$ cat config.mk
export PLATFORM = sky130hd
export DESIGN_NAME = uart_tx_flat
export DESIGN_NICKNAME = d
export VERILOG_FILES = /design/src/rtl/hwterm_pkg.sv /design/src/rtl/uart_tx_if.sv /design/src/rtl/uart_tx_byte_fifo.sv /design/src/rtl/uart_tx.sv /design/src/flat_wrapper.sv
export SDC_FILE = /design/constraint.sdc
export NUM_CORES = 1
export LEC_CHECK = 0
export ABC_AREA = 1
export BUFFER_PORTS_ARGS = -buffer_cell sky130_fd_sc_hd__buf_2
export CAP_MARGIN = 40
export CORE_ASPECT_RATIO = 1.4
export CORE_MARGIN = 5
export CORE_UTILIZATION = 65
export DETAILED_ROUTE_END_ITERATION = 12
export GPL_ROUTABILITY_DRIVEN = 0
export PLACE_DENSITY = 0.8
export SYNTH_ARGS = -nofsm -noshare
export SYNTH_HDL_FRONTEND = slang
export SYNTH_SLANG_ARGS = --single-unit
$ cat constraint.sdc
create_clock -name clk -period 5.9 [get_ports clk]
set_input_delay 0.59 -clock clk [delete_from_list [all_inputs] [get_ports clk]]
set_output_delay 0.59 -clock clk [all_outputs]
set_load 0.01 [all_outputs]
$ cat src/rtl/hwterm_pkg.sv
// Shared definitions for the terminal transmit path: FSM encoding and
// the default bit period.
package hwterm_pkg;

    typedef enum logic [1:0] {
        IDLE  = 2'd0,
        START = 2'd1,
        DATA  = 2'd2,
        STOP  = 2'd3
    } tx_state_t;

    localparam int DEFAULT_CLKS_PER_BIT = 104;

    // Last value of the 16-bit baud counter for a given bit period.
    function automatic logic [15:0] baud_last(input int clks_per_bit);
        return 16'(clks_per_bit - 1);
    endfunction

endpackage

$ cat src/rtl/uart_tx_if.sv
// Byte strobe in, serial line and status out, for the UART transmitter.
interface uart_tx_if;
    logic [7:0] i_byte;
    logic       i_byte_v;
    logic       o_tx;
    logic       o_busy;
    logic       o_full;
    logic       o_overflow;

    modport master (
        output i_byte, i_byte_v,
        input  o_tx, o_busy, o_full, o_overflow
    );

    modport slave (
        input  i_byte, i_byte_v,
        output o_tx, o_busy, o_full, o_overflow
    );
endinterface

$ cat src/rtl/uart_tx_byte_fifo.sv
// Small byte FIFO with one extra pointer bit to tell full from empty.
// Read data is the current head, available combinationally.
module byte_fifo #(
    parameter int DEPTH = 4
) (
    input  logic       clk,
    input  logic       rst,
    input  logic       push,
    input  logic       pop,
    input  logic [7:0] wdata,
    output logic [7:0] rdata,
    output logic       empty,
    output logic       full
);
    localparam int AW = $clog2(DEPTH);
    localparam logic [AW:0] PTR_ONE = 1;

    logic [AW:0] wr_ptr;
    logic [AW:0] rd_ptr;
    logic [7:0]  mem [DEPTH];

    // Pointer update; wraps modulo 2*DEPTH through natural overflow.
    always_ff @(posedge clk or negedge rst) begin
        if (!rst) begin
            wr_ptr <= '0;
            rd_ptr <= '0;
        end else begin
            if (push) wr_ptr <= wr_ptr + PTR_ONE;
            if (pop)  rd_ptr <= rd_ptr + PTR_ONE;
        end
    end

    // Storage write; contents need no reset since pointers gate validity.
    always_ff @(posedge clk) begin
        if (push) mem[wr_ptr[AW-1:0]] <= wdata;
    end

    assign rdata = mem[rd_ptr[AW-1:0]];
    assign empty = (wr_ptr == rd_ptr);
    assign full  = (wr_ptr[AW] != rd_ptr[AW]) && (wr_ptr[AW-1:0] == rd_ptr[AW-1:0]);

endmodule

$ cat src/rtl/uart_tx.sv
// UART transmitter, 8N1, fed by a byte FIFO with no back-pressure.
// The line output is registered from the current state, so a byte pushed
// into an idle block shows its start bit two edges after the push.
module uart_tx
    import hwterm_pkg::*;
#(
    parameter int CLKS_PER_BIT = DEFAULT_CLKS_PER_BIT,
    parameter int FIFO_DEPTH   = 4
) (
    input  logic      clk,
    input  logic      rst,
    uart_tx_if.slave  bus
);
    localparam logic [15:0] BAUD_LAST = baud_last(CLKS_PER_BIT);

    tx_state_t   state_q, state_d;
    logic [15:0] cnt_q, cnt_d;
    logic [2:0]  bit_q, bit_d;
    logic [7:0]  shreg_q, shreg_d;
    logic        tx_q, tx_d;
    logic        ovf_q;

    logic        fifo_empty, fifo_full;
    logic        pop, push, drop;
    logic [7:0]  fifo_rdata;
    logic        bit_end;

    // A pop in the same cycle frees a slot, so a strobe while full still lands.
    assign push = bus.i_byte_v & (~fifo_full | pop);
    assign drop = bus.i_byte_v & fifo_full & ~pop;

    byte_fifo #(.DEPTH(FIFO_DEPTH)) u_fifo (
        .clk   (clk),
        .rst   (rst),
        .push  (push),
        .pop   (pop),
        .wdata (bus.i_byte),
        .rdata (fifo_rdata),
        .empty (fifo_empty),
        .full  (fifo_full)
    );

    assign bit_end = (cnt_q == BAUD_LAST);

    // Next-state, baud/bit counting, FIFO pop and next line level.
    always_comb begin
        state_d = state_q;
        cnt_d   = cnt_q + 16'd1;
        bit_d   = bit_q;
        shreg_d = shreg_q;
        pop     = 1'b0;
        tx_d    = 1'b1;
        case (state_q)
            IDLE: begin
                cnt_d = '0;
                if (!fifo_empty) begin
                    pop     = 1'b1;
                    shreg_d = fifo_rdata;
                    state_d = START;
                end
            end
            START: begin
                tx_d = 1'b0;
                if (bit_end) begin
                    cnt_d   = '0;
                    bit_d   = '0;
                    state_d = DATA;
                end
            end
            DATA: begin
                tx_d = shreg_q[0];
                if (bit_end) begin
                    cnt_d   = '0;
                    shreg_d = {1'b0, shreg_q[7:1]};
                    if (bit_q == 3'd7) state_d = STOP;
                    else               bit_d   = bit_q + 3'd1;
                end
            end
            STOP: begin
                if (bit_end) begin
                    cnt_d = '0;
                    if (!fifo_empty) begin
                        // Chain straight into the next start bit.
                        pop     = 1'b1;
                        shreg_d = fifo_rdata;
                        state_d = START;
                    end else begin
                        state_d = IDLE;
                    end
                end
            end
            default: state_d = IDLE;
        endcase
    end

    // Control registers; reset forces the line high and abandons any frame.
    always_ff @(posedge clk or negedge rst) begin
        if (!rst) begin
            state_q <= IDLE;
            cnt_q   <= '0;
            bit_q   <= '0;
            tx_q    <= 1'b1;
            ovf_q   <= 1'b0;
        end else begin
            state_q <= state_d;
            cnt_q   <= cnt_d;
            bit_q   <= bit_d;
            tx_q    <= tx_d;
            ovf_q   <= drop;
        end
    end

    // Shift register holds the frame payload; only meaningful outside IDLE.
    always_ff @(posedge clk) begin
        shreg_q <= shreg_d;
    end

    assign bus.o_tx       = tx_q;
    assign bus.o_overflow = ovf_q;
    assign bus.o_full     = fifo_full;
    assign bus.o_busy     = (state_q != IDLE) | ~fifo_empty;

endmodule

$ cat src/flat_wrapper.sv
// flat-port wrapper written by rule: the top's interface ports become plain ports
module uart_tx_flat import hwterm_pkg::*;
#(
    parameter int CLKS_PER_BIT = DEFAULT_CLKS_PER_BIT,
    parameter int FIFO_DEPTH   = 4
)
  (clk, rst, bus_i_byte, bus_i_byte_v, bus_o_tx, bus_o_busy, bus_o_full, bus_o_overflow);
  uart_tx_if bus_i ();
  input  logic clk;
  input  logic rst;
  input wire logic [$bits(bus_i.i_byte)-1:0] bus_i_byte;
  input wire logic [$bits(bus_i.i_byte_v)-1:0] bus_i_byte_v;
  output wire logic [$bits(bus_i.o_tx)-1:0] bus_o_tx;
  output wire logic [$bits(bus_i.o_busy)-1:0] bus_o_busy;
  output wire logic [$bits(bus_i.o_full)-1:0] bus_o_full;
  output wire logic [$bits(bus_i.o_overflow)-1:0] bus_o_overflow;
  assign bus_i.i_byte = bus_i_byte;
  assign bus_i.i_byte_v = bus_i_byte_v;
  assign bus_o_tx = bus_i.o_tx;
  assign bus_o_busy = bus_i.o_busy;
  assign bus_o_full = bus_i.o_full;
  assign bus_o_overflow = bus_i.o_overflow;
  uart_tx #(.CLKS_PER_BIT(CLKS_PER_BIT), .FIFO_DEPTH(FIFO_DEPTH)) u_core (.clk(clk), .rst(rst), .bus(bus_i));
endmodule
# == Yosys cells after proc, flatten, opt, wreduce, memory -nomap -nowiden ==
# Memories as Yosys holds them, arrays and structs flattened.
# Cells that the tools add are included.
# op_classes
add_sub_neg,4
mul,0
div,0
n_reduce_logical,9
n_bitwise,8
muxes,23
magnitude_cmp,0
n_shift,0
n_eq_ne,14
# op_table
cell,count
$pmux 16 s2,1
$mux 8,3
$pmux 8 s3,1
$add 16x1->16 const B,1
$eq 16x7->1 const B,1
$mux 16,1
$mux 2,5
$add 3x1->3 const B,3
$mux 3,3
$ne 2x1->1 const B,4
$pmux 2 s4,1
$pmux 3 s2,1
$mux 1,5
$reduce_and 5->1,1
$eq 2x2->1 const B,2
$ne 2x2->1 const B,2
$pmux 1 s2,2
$reduce_and 4->1,1
$reduce_bool 2->1,2
$and 1x1->1,3
$eq 3x3->1,1
$eq 3x3->1 const B,1
$not 1->1,3
$reduce_and 3->1,1
other kinds (8),9
# word_totals
mem_bits_rw,32
output_inout_bits,4
elab_cells,67
romBits,0
regBits,37
latchBits,0
n_memories,1
inputBits,11
# mem_list
name,words,width,read_ports,rd_clocked_by_memory_dff,wr,line_no,text
u_core.u_fifo.mem,4,8,1,0,1,uart_tx_byte_fifo.sv:20,logic [7:0] mem [DEPTH];

# == Logic depth before layout (Yosys ltp) ==
# Gate-level depths: netlist of the first run.
# logic_depth
word_depth,8
ltp_mapped,12
mapped_depth_nobuf,12

# == Hierarchy ==
# Synthesis of the first run repeated with hierarchy kept, for this count alone.
# hier_totals
cells_unflattened,350
hier_area_um2,3457.1
# modules_own_cells
mod,area_each_um2,cells_per_inst,n_inst,seq_area_each_um2
uart_tx,1756.7,207,1,817.0
byte_fifo,1700.4,143,1,1111.1

# == Least setup slack after synthesis of the first run ==
# Ideal clock, no wire load.
# synth_path
kind,register to register
startpoint,reg u_core.state_q[0]
endpoint,reg u_core.shreg_q[0] (enable)
t_required_ns,5.517
path_buffers,1
path_stages_with_launch,7
setup_ns,0.383
synth_period_minus_slack_ns,2.057
arrival_ns,1.674
path_slack_ns,3.843
cell_sequence,dfrtp_1 > inv_1 > ha_1 > buf_4 > inv_2 > nand2_1 > a211oi_1
# synth_between
elab_chain_len,3
elab_cells_between_ends,7
classes_between,4 x eq/ne; 3 x reduce/logical
# synth_lines
element,line_no,text
from (decl),uart_tx.sv:16,"tx_state_t state_q, state_d;"
from (signal assigned),uart_tx.sv:105,state_q <= state_d;
$eq 2x2->1 / $logic_not 2->1 (equally long branches),uart_tx.sv:53,case (state_q)
$ne 2x1->1 (no line) / $reduce_bool 3->1 (equally long branches),n/a,
$reduce_and 3->1 (no line) (*),n/a,
to (signal assigned),uart_tx.sv:115,shreg_q <= shreg_d;
to (decl),uart_tx.sv:19,"logic [7:0] shreg_q, shreg_d;"
# Every way passes the cells marked *; elsewhere a longest branch is shown, timed or not.
# A chain may end at the register's enable or synchronous reset.

# == Worst setup path in the final report of the first run ==
# layout_path
startpoint,reg u_core.u_fifo.rd_ptr[0]
endpoint,out bus_o_busy
# layout_between
elab_chain_len,3
# layout_lines
element,line_no,text
from (decl),uart_tx_byte_fifo.sv:19,logic [AW:0] rd_ptr;
from (signal assigned),uart_tx_byte_fifo.sv:29,if (pop) rd_ptr <= rd_ptr + PTR_ONE;
$eq 3x3->1,uart_tx_byte_fifo.sv:39,assign empty = (wr_ptr == rd_ptr);
$not 1->1,uart_tx.sv:121,assign bus.o_busy = (state_q != IDLE) | ~fifo_empty;
$or 1x1->1,uart_tx.sv:121,
to (decl),flat_wrapper.sv:14,output wire logic [$bits(bus_i.o_busy)-1:0] bus_o_busy;
# No other way between the ends.

==> results of run 1 <==
## flip-flops by register name, summed over array words and instances, names as in the netlist
name	count
u_core.state_q	2
u_core.u_fifo.rd_ptr	3
u_core.cnt_q	16
u_core.shreg_q	8
u_core.bus.o_overflow	1
u_core.bit_q	3
u_core.u_fifo.wr_ptr	3
u_core.u_fifo.mem	32
u_core.bus.o_tx	1
## metrics by stage
stage	instances	hold WS [ns]	instance area [um^2]	worst slack (ns)	util, %
floorplan	328	0.2944	3411	3.843	-
global route	418	0.3172	3695	3.279	72.17
finish	418	0.2605	3695	3.431	72.17
global placement	402	0.4535	3520	3.563	68.74
CTS	418	0.2665	3695	3.405	72.17
detailed placement	402	0.4349	3520	3.475	68.74
## per-layer routing
layer	wire [um]	global-route usage, %	up-vias
li1	-	-	1138
met1	2399	21.29	1055
met2	3474	38.19	41
met3	192	3.553	19
met4	264	15.05	0
met5	0	0	-
## report_power, final
part	internal [mW]	switching (mW)	total, mW
combinational	0.212	0.408	0.621
sequential	0.668	0.0816	0.750
clock	0.153	0.179	0.332
total	1.03	0.669	1.70
## logic make-up after synthesis
| group | after synthesis |
|---|---|
| simple gates | 152 |
| flops | 69 |
| buf+inv | 44 |
| compound gates | 42 |
| fa+ha+maj | 14 |
| xor+xnor | 7 |
## area by class of cell
type,count,area (um^2)
clock buffer,9,123.9
clock inverter,7,51.30
fill,391,1425
inverter,38,147.6
multi-input combinational,215,1291
sequential,69,1928
tap,66,82.58
timing repair buffer,14,70.07
## cells in the final DEF, fill, tap and decap left out, types with 2 or more instances in the layout
cell type	count
o21ai_0	13
nand2_2	9
a32o_1	8
inv_1	27
inv_6	2
clkinv_4	2
clkinv_2	2
edfxtp_1	40
dfrtp_1	28
nand3_2	2
ha_1	14
nor2_1	26
nor3_1	9
nand2_4	3
buf_2	14
inv_2	10
o21a_1	3
clkbuf_8	9
nand3_1	13
nand2_1	67
a21oi_1	14
nand2_8	4
nor3b_1	2
clkinvlp_4	2
nand4_1	2
o22ai_1	2
nor2_2	9
xor2_1	6
or2_1	2
## critical path, delay by kind of cell (launching register included)
family | cells | cell delay (ns)
flops | 1 | 0.61
simple gates | 5 | 0.51
buf+inv | 2 | 0.41
## worst max-delay path by stage
stage	from	to	slack, ns
after floorplan	u_core.state_q[0]	u_core.shreg_q[0]	3.84
after global placement	u_core.u_fifo.rd_ptr[0]	u_core.shreg_q[2]	3.56
after detailed placement	u_core.u_fifo.rd_ptr[0]	u_core.shreg_q[2]	3.48
after CTS	u_core.u_fifo.rd_ptr[0]	bus_o_busy	3.41
after global routing	u_core.u_fifo.rd_ptr[0]	bus_o_busy	3.28
final	u_core.u_fifo.rd_ptr[0]	bus_o_busy	3.43
==> results_dict.tcl, run 1 <==
set metrics [dict create \
    finalNetCount 372 \
    ys_top_cells_by_count "nand2_1, edfxtp_1, dfrtp_1" \
    vdd_ir_drop_max_mv 0.2748 \
    r2r-start "u_core.u_fifo.rd_ptr[0]" \
    cts_resized 0 \
    grt_max_degree 30 \
    clockBufferDepth 2 \
    synthAdderAreaFrac_pct 5.136 \
    cp-end-kind "output pin" \
    die_area_um2 6816 \
    rsz0062_at_grt "false" \
    yosys.area.top_type "edfxtp_1" \
    fin_crit_ns 2.469 \
    cts-root-buf "clkbuf_8" \
    postSynthNetCount 353 \
    synth-warning-count 0 \
    worstMarginPinSlew_ns 0.9073 \
    critPathSlowestCell "dfrtp_1" \
    fmax_ghz 0.4051 \
    crit_type "register to output pin" \
    postSynthCellCount 328 \
    cts_buffers 9 \
    syn2layout_area_growth_pct 8.327 \
    core_um2 5120 \
    yosys_most_used_dff "edfxtp_1" \
    clk_pin_slew_ns 0.07 \
    vias 2253 \
    drt_iter0_markers 91 \
    drv_cap 0 \
    fin_worst_skew_ns 0.006044 \
    diodes 0 \
    arrival_ns 1.88 \
    r2r_setup_slack_ns 3.47 \
    synth_mux_area_share_pct 0 \
    avgViaCountPerCell 5.390 \
    yosys.area_share.simple_pct 22.89 \
    clock_tree.htree_level_count 3 \
    syn_avg_cell_area_um2 10.40 \
    cts_tree "done" \
    hp-class "primary input to async pin" \
    synth_cell_types 36 \
    io_buffers 14 \
    synth_top_family_by_area "simple AND/OR/NAND/NOR gates" \
    globalRouteOverflowTotal 0 \
    die_h_um 95.71 \
    synth_edf_count 40 \
    grt_use_total_pct 20.93 \
    ys_ff_latch 69 \
    syn-cell-area_um2 3411 \
    synth_area_leaders "edfxtp_1, dfrtp_1, nand2_1, ha_1, inv_1" \
    maxSlewHeadroom_pct 39.15 \
    cp_max_fo 19 \
    status "completed" \
    grt_pass1_vias 2282 \
    async_flop_share_pct 42.03 \
    setup_viol 0 \
    yosysMostFrequentCell "nand2_1" \
    worst_r2r_path_depth 8 \
    cts_setup_buffers 0 \
    cpMostUsedCell "nand2_1" \
    p_per_area_nw_per_um2 460.9 \
    hold_viol 0 \
    routedWlPerCell_um 15.15 \
    slew_viol_final 0 \
    ios 15 \
    hpwl_mm 4.888 \
    grt_pass1_wl_mm 10.50 \
    antenna_found_initial 0 \
    r2r_end "u_core.shreg_q[2]" \
    route.detailed.drc 0 \
    seq_area_frac_synth_pct 56.53 \
    routed_wl_mm 6.331 \
    yosys.area.top_type_share_pct 35.22 \
    antenna_left 0 \
    start_kind "register" \
    slowest_delay_ns 0.61 \
    drive_gt1_share_pct 20.45 \
    clk_latency_ns 0.35 \
    clock_sinks 69 \
    post-route-period-util_pct 41.84 \
    dr.pass1.iters 4 \
    synth_xor_area_share_pct 1.798 \
    postCtsHoldBufs 0 \
    synth_compound_area_share_pct 8.034 \
    start_util_pct 66.62 \
    die-width_um 71.22 \
    finalSetupTns_ns 0 \
    finalPower_mw 1.703 \
    path_cells "inv_6 -> nand2_1 -> nand2_2 -> nand2_4 -> nor2_1 -> nand2_1 -> buf_2" \
    rows 31 \
    p_leak_nw 1.553 \
    crit_required_ns 5.31 \
]
No activity file was read; power rests on OpenSTA's default activity.
==> inputs of run 2 (changes only) <==
--- a/config.mk
+++ b/config.mk
@@ -10,10 +10,10 @@
 export CAP_MARGIN = 40
 export CORE_ASPECT_RATIO = 1.4
 export CORE_MARGIN = 5
-export CORE_UTILIZATION = 65
+export CORE_UTILIZATION = 55
 export DETAILED_ROUTE_END_ITERATION = 12
 export GPL_ROUTABILITY_DRIVEN = 0
-export PLACE_DENSITY = 0.8
+export PLACE_DENSITY = 0.72
 export SYNTH_ARGS = -nofsm -noshare
 export SYNTH_HDL_FRONTEND = slang
 export SYNTH_SLANG_ARGS = --single-unit
==> constraint.sdc (replaced) <==
create_clock -name clk -period 2.1 [get_ports clk]
set_input_delay 0.21 -clock clk [delete_from_list [all_inputs] [get_ports clk]]
set_output_delay 0.21 -clock clk [all_outputs]
set_load 0.01 [all_outputs]
==> results_dict.tcl, run 2 (synthesis results as in run 1) <==
set metrics [dict create \
    dr.pass1.iters 4 \
    clk_latency_ns 0.35 \
    clock_tree.htree_level_count 3 \
    p_leak_nw 1.608 \
    cts-root-buf "clkbuf_8" \
    io_buffers 14 \
    place_ws_ns 0.08404 \
    die-width_um 76.56 \
    critPathSlowestCell "dfrtp_1" \
    slowest_delay_ns 0.39 \
    fin_ws_ns 0.1854 \
    routedWlPerCell_um 15.08 \
    utilization_pct 62.28 \
    grt_pass1_wl_mm 10.69 \
    finalPower_mw 5.073 \
    cp-end-kind "register" \
    finalNetCount 382 \
    syn2layout_area_growth_pct 11.85 \
    crit_type "register to register" \
    cts_buffers 9 \
    comb_power_share_pct 38.6 \
    core_um2 6126 \
    hold_viol 0 \
    vdd_ir_drop_max_mv 0.7871 \
    layout_common_cells "nand2_1, edfxtp_1, dfrtp_1" \
    fin_worst_skew_ns 0.009677 \
    power.internal_mw 3.136 \
    fin_crit_ns 1.915 \
    diodes 0 \
    arrival_ns 1.96 \
    grt_max_degree 30 \
    avgViaCountPerCell 5.376 \
    hpwl_mm 4.967 \
    routed_wl_mm 6.544 \
    sw_frac_of_total_pct 38.19 \
    placedCellCount 417 \
    vias 2333 \
    grt_pass1_vias 2316 \
    drt_iter0_markers 98 \
    start_kind "register" \
    whs_ns 0.08540 \
    status "completed" \
    p_clk_share_pct 20.7 \
    place_area_um2 3595 \
    drv_cap 0 \
    clock_sinks 69 \
    route.detailed.drc 0 \
    setup_viol 0 \
    post-route-period-util_pct 91.17 \
    hp-class "primary input to register" \
    antenna_found_initial 0 \
    cpMostUsedCell "nand2_8" \
    maxSlewHeadroom_pct 56.63 \
    die_h_um 103.2 \
    path_cells "ha_1 -> nand2_2 -> inv_2 -> nand2_2 -> nor2_2 -> nand2_4 -> nand2_8 -> nand2_8 -> nand2_8 -> nand2_8 -> nor2_4" \
    p_seq_share_pct 40.6 \
    drive_gt1_share_pct 21.82 \
    final_cells 434 \
    finalInstanceArea_um2 3815 \
    start_util_pct 55.68 \
    p_per_area_nw_per_um2 1330 \
    slew_viol_final 0 \
    largest_reg_flops 32 \
    rsz0062_at_grt "false" \
    rows 34 \
    die_area_um2 7899 \
    globalRouteOverflowTotal 0 \
    cts_tree "done" \
    antenna_left 0 \
    final_common_cell "nand2_1" \
    grt_use_total_pct 17.78 \
    crit_required_ns 2.14 \
    ios 15 \
    finalSetupTns_ns 0 \
    clk_pin_slew_ns 0.08 \
    worstMarginPinSlew_ns 0.6506 \
    p_switching_mw 1.937 \
    cp_max_fo 10 \
    clockBufferDepth 2 \
    fmax_ghz 0.5223 \
    cts_setup_buffers 0 \
]
[run 2: changes by cell type in the layout (fill, tap and decap cells not counted)]
cell           before  now
nor2_4              1    5
dlygate4sd3_1       0    1
clkinv_1            0    1
buf_4               0    9
clkinv_4            2    0
clkbuf_1            0    1
nor2_2              9    5
clkinv_2            2    1
bufinv_16           0    1
[run 2: power groups by stage]
stage | registers [mW] | clock network, mW | logic (mW)
2_1_floorplan | 2.04 | 0 | 1.47
3_3_place_gp | 2.08 | 0 | 1.91
3_5_place_dp | 2.09 | 0 | 1.94
4_1_cts | 2.06 | 1.06 | 1.96
5_1_grt | 2.09 | 1.14 | 2.19
6_report | 2.06 | 1.05 | 1.96
[run 2: worst max-delay path: cells and delay by family (launching register included)]
family | cells | cell delay [ns]
buf+inv | 1 | 0.07
flops | 1 | 0.39
fa+ha+maj | 1 | 0.19
simple gates | 9 | 0.94
[run 2: what timing repair did]
action | 4_1_cts | 5_1_grt
hold buffers | 1 | 0
gates resized for setup | 0 | 4
hold endpoints to repair | 28 | 0
endpoints found under the setup margin | 0 | 32
[run 2: layer usage]
layer	GRT usage [%]	vias to the layer above	part of all wire, %
met5	0	-	0
met4	10.50	0	3.3
met3	4.419	21	4.4
met2	32.19	66	53
met1	18.81	1092	39
li1	-	1154	-
[run 2: worst paths after layout]
check | cells after the start | slack (ns) | from | endpoint
worst max-delay path | 11 | 0.19 | u_core.cnt_q[0] | u_core.u_fifo.mem[2][7]
worst min-delay path | 1 | 0.09 | bus_i_byte[0] | u_core.u_fifo.mem[0][0]
min in group asynchronous | 2 | 0.41 | rst | u_core.cnt_q[4]
worst min register to register | 1 | 0.48 | u_core.shreg_q[0] | u_core.bus.o_tx
max in group asynchronous | 2 | 1.26 | rst | u_core.u_fifo.wr_ptr[2]
worst max register to register | 11 | 0.19 | u_core.cnt_q[0] | u_core.u_fifo.mem[2][7]
[run 2: cell type report]
type	count	area, um^2
clock buffer	10	127.6
clock inverter	6	62.56
fill	508	2311
inverter	38	147.6
multi-input combinational	215	1311
sequential	69	1928
tap	72	90.09
timing repair buffer	24	147.6
